<file path="src/rtl/rvx_wb_pkg.sv">
// Shared types and constants for the rvx_core to Wishbone classic bridge.
package rvx_wb_pkg;

  typedef enum logic [1:0] {
    IDLE  = 2'd0,
    READ  = 2'd1,
    WRITE = 2'd2,
    DONE  = 2'd3
  } state_t;

  // Pattern handed back to the core when a read is abandoned by the timeout.
  localparam logic [31:0] ERR_READ_DATA_DEFAULT = 32'hDEADBEEF;

  // All-lanes byte select for a bus of data_width bits; callers size-cast the
  // result down to DATA_WIDTH/8 bits.
  function automatic logic [63:0] sel_all(input int data_width);
    logic [63:0] mask;
    mask = '0;
    for (int i = 0; i < 64; i++) begin
      if (i < data_width / 8) mask[i] = 1'b1;
    end
    return mask;
  endfunction

endpackage

</file>
<file path="src/rtl/rvx_wb_bridge_timeout.sv">
// Wait-state watchdog for the bridge: counts bus cycles spent waiting for an
// ack and flags the cycle in which the budget runs out.
module wb_timeout_counter #(
  parameter int TIMEOUT_CYCLES = 256
) (
  input  logic clk,
  input  logic rst_n,
  input  logic clear,
  input  logic count_en,
  output logic expired
);

  if (TIMEOUT_CYCLES == 0) begin : g_disabled
    // Timeout switched off: the bridge waits for an ack forever.
    logic unused_inputs;
    assign unused_inputs = clk ^ rst_n ^ clear ^ count_en;
    assign expired       = 1'b0;
  end else begin : g_enabled
    localparam int CNT_W = $clog2(TIMEOUT_CYCLES + 1);
    // expired is raised while the last allowed wait cycle is in progress, so
    // the abort edge ends exactly TIMEOUT_CYCLES wait cycles after entry.
    localparam logic [CNT_W-1:0] LAST_WAIT = CNT_W'(TIMEOUT_CYCLES - 1);

    logic [CNT_W-1:0] count_q;

    // Count un-acked bus cycles; cleared whenever the bridge is not on the bus.
    always_ff @(posedge clk or negedge rst_n) begin
      if (!rst_n) begin
        count_q <= '0;
      end else if (clear) begin
        count_q <= '0;
      end else if (count_en && (count_q != LAST_WAIT)) begin
        count_q <= count_q + 1'b1;
      end
    end

    assign expired = count_en && (count_q == LAST_WAIT);
  end

endmodule

</file>
<file path="src/rtl/rvx_wb_bridge.sv">
// Registered bridge from the rvx_core request/response port to a single-master
// Wishbone classic bus, with byte-select generation, write-first arbitration
// and a wait-state timeout.
//
// state | meaning
// ------+---------------------------------------------------------------
// IDLE  | no access in flight; samples write_request, then read_request
// READ  | read bus cycle in progress, waiting for ack or timeout
// WRITE | write bus cycle in progress, waiting for ack or timeout
// DONE  | response pulse cycle; requests are not sampled here
module rvx_wb_bridge
  import rvx_wb_pkg::*;
#(
  parameter int                    ADDR_WIDTH     = 32,
  parameter int                    DATA_WIDTH     = 32,
  parameter int                    TIMEOUT_CYCLES = 256,
  parameter logic [DATA_WIDTH-1:0] ERR_READ_DATA  = DATA_WIDTH'(ERR_READ_DATA_DEFAULT)
) (
  input  logic                    clk,
  input  logic                    rst_n,
  input  logic [ADDR_WIDTH-1:0]   rw_address,
  input  logic                    read_request,
  input  logic                    write_request,
  input  logic [DATA_WIDTH-1:0]   write_data,
  input  logic [DATA_WIDTH/8-1:0] write_strobe,
  output logic [DATA_WIDTH-1:0]   read_data,
  output logic                    read_response,
  output logic                    write_response,
  output logic                    wb_cyc_o,
  output logic                    wb_stb_o,
  output logic                    wb_we_o,
  output logic [ADDR_WIDTH-1:0]   wb_addr_o,
  output logic [DATA_WIDTH-1:0]   wb_data_o,
  output logic [DATA_WIDTH/8-1:0] wb_sel_o,
  input  logic [DATA_WIDTH-1:0]   wb_data_i,
  input  logic                    wb_ack_i,
  output logic                    bus_err_o
);

  localparam int SEL_W = DATA_WIDTH / 8;
  localparam logic [SEL_W-1:0] SEL_ONES = SEL_W'(sel_all(DATA_WIDTH));

  state_t                  state_q, state_d;
  logic [ADDR_WIDTH-1:0]   addr_q, addr_d;
  logic [DATA_WIDTH-1:0]   wdata_q, wdata_d;
  logic [SEL_W-1:0]        sel_q, sel_d;
  logic [DATA_WIDTH-1:0]   rdata_q, rdata_d;
  logic                    rresp_q, rresp_d;
  logic                    wresp_q, wresp_d;
  logic                    err_q, err_d;
  logic                    on_bus;
  logic                    expired;
  logic [ADDR_WIDTH-1:0]   word_addr;

  // Sub-word placement is done by the core through write_strobe, so the low
  // address bits never reach the bus.
  logic unused_addr_bits;
  assign unused_addr_bits = ^rw_address[1:0];
  assign word_addr        = {rw_address[ADDR_WIDTH-1:2], 2'b00};

  assign on_bus = (state_q == READ) || (state_q == WRITE);

  wb_timeout_counter #(
    .TIMEOUT_CYCLES(TIMEOUT_CYCLES)
  ) u_timeout (
    .clk      (clk),
    .rst_n    (rst_n),
    .clear    (!on_bus),
    .count_en (on_bus && !wb_ack_i),
    .expired  (expired)
  );

  // State, latched access fields and response flops.
  always_ff @(posedge clk or negedge rst_n) begin
    if (!rst_n) begin
      state_q <= IDLE;
      addr_q  <= '0;
      wdata_q <= '0;
      sel_q   <= '0;
      rdata_q <= '0;
      rresp_q <= 1'b0;
      wresp_q <= 1'b0;
      err_q   <= 1'b0;
    end else begin
      state_q <= state_d;
      addr_q  <= addr_d;
      wdata_q <= wdata_d;
      sel_q   <= sel_d;
      rdata_q <= rdata_d;
      rresp_q <= rresp_d;
      wresp_q <= wresp_d;
      err_q   <= err_d;
    end
  end

  // Next-state, latching and response decisions; ack is checked before the
  // timeout so a late ack in the expiry cycle still completes normally.
  always_comb begin
    state_d = state_q;
    addr_d  = addr_q;
    wdata_d = wdata_q;
    sel_d   = sel_q;
    rdata_d = rdata_q;
    rresp_d = 1'b0;
    wresp_d = 1'b0;
    err_d   = 1'b0;
    unique case (state_q)
      IDLE: begin
        if (write_request) begin
          addr_d  = word_addr;
          wdata_d = write_data;
          sel_d   = write_strobe;
          if (write_strobe == '0) begin
            // Nothing to store: acknowledge the core without touching the bus.
            wresp_d = 1'b1;
            state_d = DONE;
          end else begin
            state_d = WRITE;
          end
        end else if (read_request) begin
          addr_d  = word_addr;
          sel_d   = SEL_ONES;
          state_d = READ;
        end
      end
      READ: begin
        if (wb_ack_i) begin
          rdata_d = wb_data_i;
          rresp_d = 1'b1;
          state_d = DONE;
        end else if (expired) begin
          rdata_d = ERR_READ_DATA;
          rresp_d = 1'b1;
          err_d   = 1'b1;
          state_d = DONE;
        end
      end
      WRITE: begin
        if (wb_ack_i) begin
          wresp_d = 1'b1;
          state_d = DONE;
        end else if (expired) begin
          wresp_d = 1'b1;
          err_d   = 1'b1;
          state_d = DONE;
        end
      end
      DONE: begin
        state_d = IDLE;
      end
      default: begin
        state_d = IDLE;
      end
    endcase
  end

  assign wb_cyc_o       = on_bus;
  assign wb_stb_o       = on_bus;
  assign wb_we_o        = (state_q == WRITE);
  assign wb_addr_o      = addr_q;
  assign wb_data_o      = wdata_q;
  assign wb_sel_o       = sel_q;
  assign read_data      = rdata_q;
  assign read_response  = rresp_q;
  assign write_response = wresp_q;
  assign bus_err_o      = err_q;

endmodule

</file>
<file path="config.mk">
export PLATFORM = sky130hd
export DESIGN_NAME = rvx_wb_bridge
export DESIGN_NICKNAME = d
export VERILOG_FILES = /design/src/rtl/rvx_wb_pkg.sv /design/src/rtl/rvx_wb_bridge_timeout.sv /design/src/rtl/rvx_wb_bridge.sv
export SDC_FILE = /design/constraint.sdc
export NUM_CORES = 1
export LEC_CHECK = 0
export CAP_MARGIN = 20
export CORE_UTILIZATION = 37
export CTS_CLUSTER_DIAMETER = 50
export DETAILED_ROUTE_END_ITERATION = 10
export GPL_TIMING_DRIVEN = 0
export PLACE_DENSITY = 0.77
export SYNTH_ARGS = -nofsm -noshare
export SYNTH_HDL_FRONTEND = slang
export SYNTH_HIERARCHICAL = 1
export SYNTH_SLANG_ARGS = --single-unit
export TNS_END_PERCENT = 30
</file>
<file path="constraint.sdc">
create_clock -name clk -period 1.95 [get_ports clk]
set_input_delay 0.2925 -clock clk [delete_from_list [all_inputs] [get_ports clk]]
set_output_delay 0.2925 -clock clk [all_outputs]
set_load 0.05 [all_outputs]
</file>
==> metrics.md <==
| Metric | Value |
|---|---|
| Status | complete, but fails checks |
| Violated checks | negative hold slack |
| Endpoints failing setup | 0 |
| Delay of the slowest critical-path stage | 0.53 ns |
| IO Port Bufs | 206 |
| CP Class | flip-flop to flip-flop |
| Drt via density | 4.820 |
| Die X | 110.5 microns |
| Post-Route WL | 10.74 mm |
| CTS tree | done |
| Longest Clk Path Bufs | 2 |
| Comb power frac | 59.8% |
| Post-DR wirelength/cell | 16.08 microns |
| Synthesized flop and latch total | 112 |
| Post-synth EDFFs | 0 |
| Die H | 110.5 microns |
| H-tree Lvls | 3 |
| Sequential share of the synthesized area | 64.39% |
| Yosys cell types | 38 |
| N_diodes | 0 |
| Critical path arrival | 2.19 ns |
| Relative slew slack | 53.60% |
| Residual DRC | 0 |
| Post-synthesis compound-gate area fraction | 9.629% |
| PwrDens | 2061 nW/um^2 |
| Cell mode on critical path | ha_2 |
| Top-Level Pins | 211 |
| Synth Area in Adders | 1.725% |
| First-pass GRT wire length | 17.45 mm |
| Initial core utilization | 38.12% |
| Combinational family with the most area after synthesis | multiplexers |
| Final core occ | 61.97% |
| Sw Share | 45.97% |
| Row count | 39 |
| Worst setup EP type | flip-flop |
| Final non-filler cell area | 7076 sq um |
| Clock share of power | 13.2% |
| Initial antenna violation count | 0 |
| Pre-antenna DRT Iters | 5 |
| Seq pwr share | 27.0% |
| Ys flop type | dfrtp_1 |
| Placer Congestion | 0.8082 |
| Number of synthesis warnings | 6 |
| Cts bufs inserted | 9 |
| Cell Area, Synth | 4353 sq um |
| Area share of xor/xnor cells in the synthesized design | 0.4024% |
| Commonest cells after routing, fill and taps aside | clkdlybuf4s50_1 (202), dfrtp_1 (112), mux2_2 (63), o22a_1 (27), buf_4 (17) |
| Post-Synth Simple-Gate Area | 3.995% |
| Skew final | 0.005528 ns |
| Hold Slack | -0.008563 ns |
| Final min period | 1.920 ns |
| Total grt overflow | 0 |
| Share of post-route cells with drive strength above 1 | 23.43% |
| Final Instance Count excl. Fillers | 668 |
| Dpl cells | 643 |
| Least-Margin Pin Slew | 0.6960 ns |
| Final Hold Fails | 6 |
| Die area | 12200 sq um |
| Worst-Skew Late Latency | 0.34 ns |
| Worst hold path class | input port to async pin |
| # Max-Cap Violations | 0 |
| Max-slew violations | 0 |
| FFs w/ async S/R, synth | 100.0% |
| CP max-delay cell | or4_4 |
| RSZ-0062 raised after global routing | true |
| Required @ worst endpoint | 2.22 ns |
| Commonest non-fill, non-tap cell in the layout | clkdlybuf4s50_1 |
| Post-route clock period utilization | 98.45% |
| NetSw | 6.703 mW |
| Clk sinks | 112 |
| Dpl hpwl | 7.978 mm |
| F_max | 0.5209 GHz |
| P_int | 7.879 mW |
| Largest net degree at the start of global routing | 59 |
| Vias in the first global route | 3481 |
| Synthesized area per cell | 14.91 sq um |
| Synth Instances | 292 |
| CP max FO | 5 |
| Leakage | 2.937 nW |
| Worst VDD drop | 1487 uV |
| Worst setup SP type | flip-flop |
| Total core area | 11420 sq um |
| Routed Antenna Nets | 0 |
| Gr usage total | 17.96% |
| Mux contribution to synthesized area | 16.76% |
| Worst path cell trace | ha_2 > nand3_2 > nor2_1 > ha_2 > nand4b_1 > or4_4 > a21oi_2 |
| Routed via count | 3220 |
| Area delta synth->final | 62.55% |
| Placed Area | 6638 sq um |
| DRT iter0 DRCs | 101 |
| Clock transition at the registers of the reported paths | 0.07 ns |
| CTS root buffer | clkbuf_16 |
| Final #Nets | 633 |
## critical path, delay by kind of cell (launching register included)
| kind | cells | cell delay [ns] |
|---|---|---|
| simple gates | 4 | 0.92 |
| compound gates | 1 | 0.13 |
| fa+ha+maj | 2 | 0.40 |
| flops | 1 | 0.40 |
## final timing paths
check,slack (ns),start,depth (start not counted),to
min in group clk,0.50,wb_sel_o[3]$_DFFE_PN0P_,1,wb_sel_o[3]$_DFFE_PN0P_
worst max-delay path,0.03,u_timeout/g_enabled.count_q[0]$_DFFE_PN0P_,7,u_timeout/g_enabled.count_q[5]$_DFFE_PN0P_
worst min register to register,0.50,wb_sel_o[3]$_DFFE_PN0P_,1,wb_sel_o[3]$_DFFE_PN0P_
worst max register to register,0.03,u_timeout/g_enabled.count_q[0]$_DFFE_PN0P_,7,u_timeout/g_enabled.count_q[5]$_DFFE_PN0P_
max in group asynchronous,1.24,rst_n,2,wb_data_o[4]$_DFFE_PN0P_
worst min-delay path,-0.009,rst_n,1,write_response$_DFF_PN0_
## sequential cells by signal, summed over array words and instances (netlist names)
register,cells
read_response,1
state_q,2
wb_sel_o,4
wb_data_o,32
wb_addr_o,30
write_response,1
bus_err_o,1
u_timeout/g_enabled.count_q,9
read_data,32
## cell usage after synthesis, types with 3 or more instances
| cell | n | share of area (%) |
|---|---|---|
| clkbuf_1 | 3 | 0.26 |
| buf_4 | 3 | 0.52 |
| nand2_1 | 3 | 0.26 |
| nor2_1 | 7 | 0.60 |
| mux2_2 | 63 | 16 |
| ha_1 | 6 | 1.7 |
| a22o_1 | 8 | 1.6 |
| o21ai_0 | 6 | 0.69 |
| nor2b_1 | 3 | 0.43 |
| buf_6 | 3 | 0.78 |
| buf_2 | 6 | 0.69 |
| o22a_1 | 27 | 5.4 |
| a21oi_1 | 5 | 0.57 |
| dfrtp_1 | 112 | 64 |
| inv_1 | 7 | 0.60 |
## power groups by stage
stage          registers (mW)  clock network, mW  logic (mW)
5_1_grt                  4.07               2.05        9.08
3_3_place_gp             3.93                  0        8.51
3_5_place_dp             3.99                  0        8.65
2_1_floorplan            7.57                  0        2.13
4_1_cts                  3.94               1.98        8.68
6_report                 3.93               1.92        8.73
## cell type report
cell class              count  area, sq um
clock inverters             4        70.07
multi-input cells         157         1485
flip-flops and latches    112         2803
clock buffers              10        239.0
repair buffers            218         2166
well taps                 143        178.9
inverters                   8        30.03
plain buffers              16        103.9
fillers                   916         4343
## routing by layer
metal	share of wire, %	up-vias	GRT usage, %
li1	-	1506	-
met5	0	-	0
met3	6.5	17	5.214
met4	2.4	0	7.556
met2	51	130	30.48
met1	40	1567	21.21
## through the flow
step           total power [mW]  setup slack (ns)  setup TNS (ns)
2_1_floorplan             9.698          -0.05770          -1.136
3_3_place_gp              12.44            -3.591         -407.24
3_5_place_dp              12.63           -0.2876          -7.262
4_1_cts                   14.61          -0.01086        -0.02533
5_1_grt                   15.21          -0.03554        -0.09930
6_report                  14.58           0.03013               0
## kinds of logic (layout without fill, tap and decap cells)
group	Yosys count	after routing
buffers and inverters	24	256
multiplexers	65	65
flip-flops	112	112
adder cells (fa/ha/maj)	6	6
XOR/XNOR	2	2
AO/OA/AOI/OAI	53	53
other	1	2
AND/OR/NAND/NOR	29	29
## what timing repair did
action / 4_1_cts / 5_1_grt
endpoints found under the setup margin: 32 / 25
pin swaps: 1 / 8
buffers inserted: 2 / 9
hold buffers: 0 / 0
resized for setup: 10 / 10
Note: power is estimated with default switching activity, not from simulation.
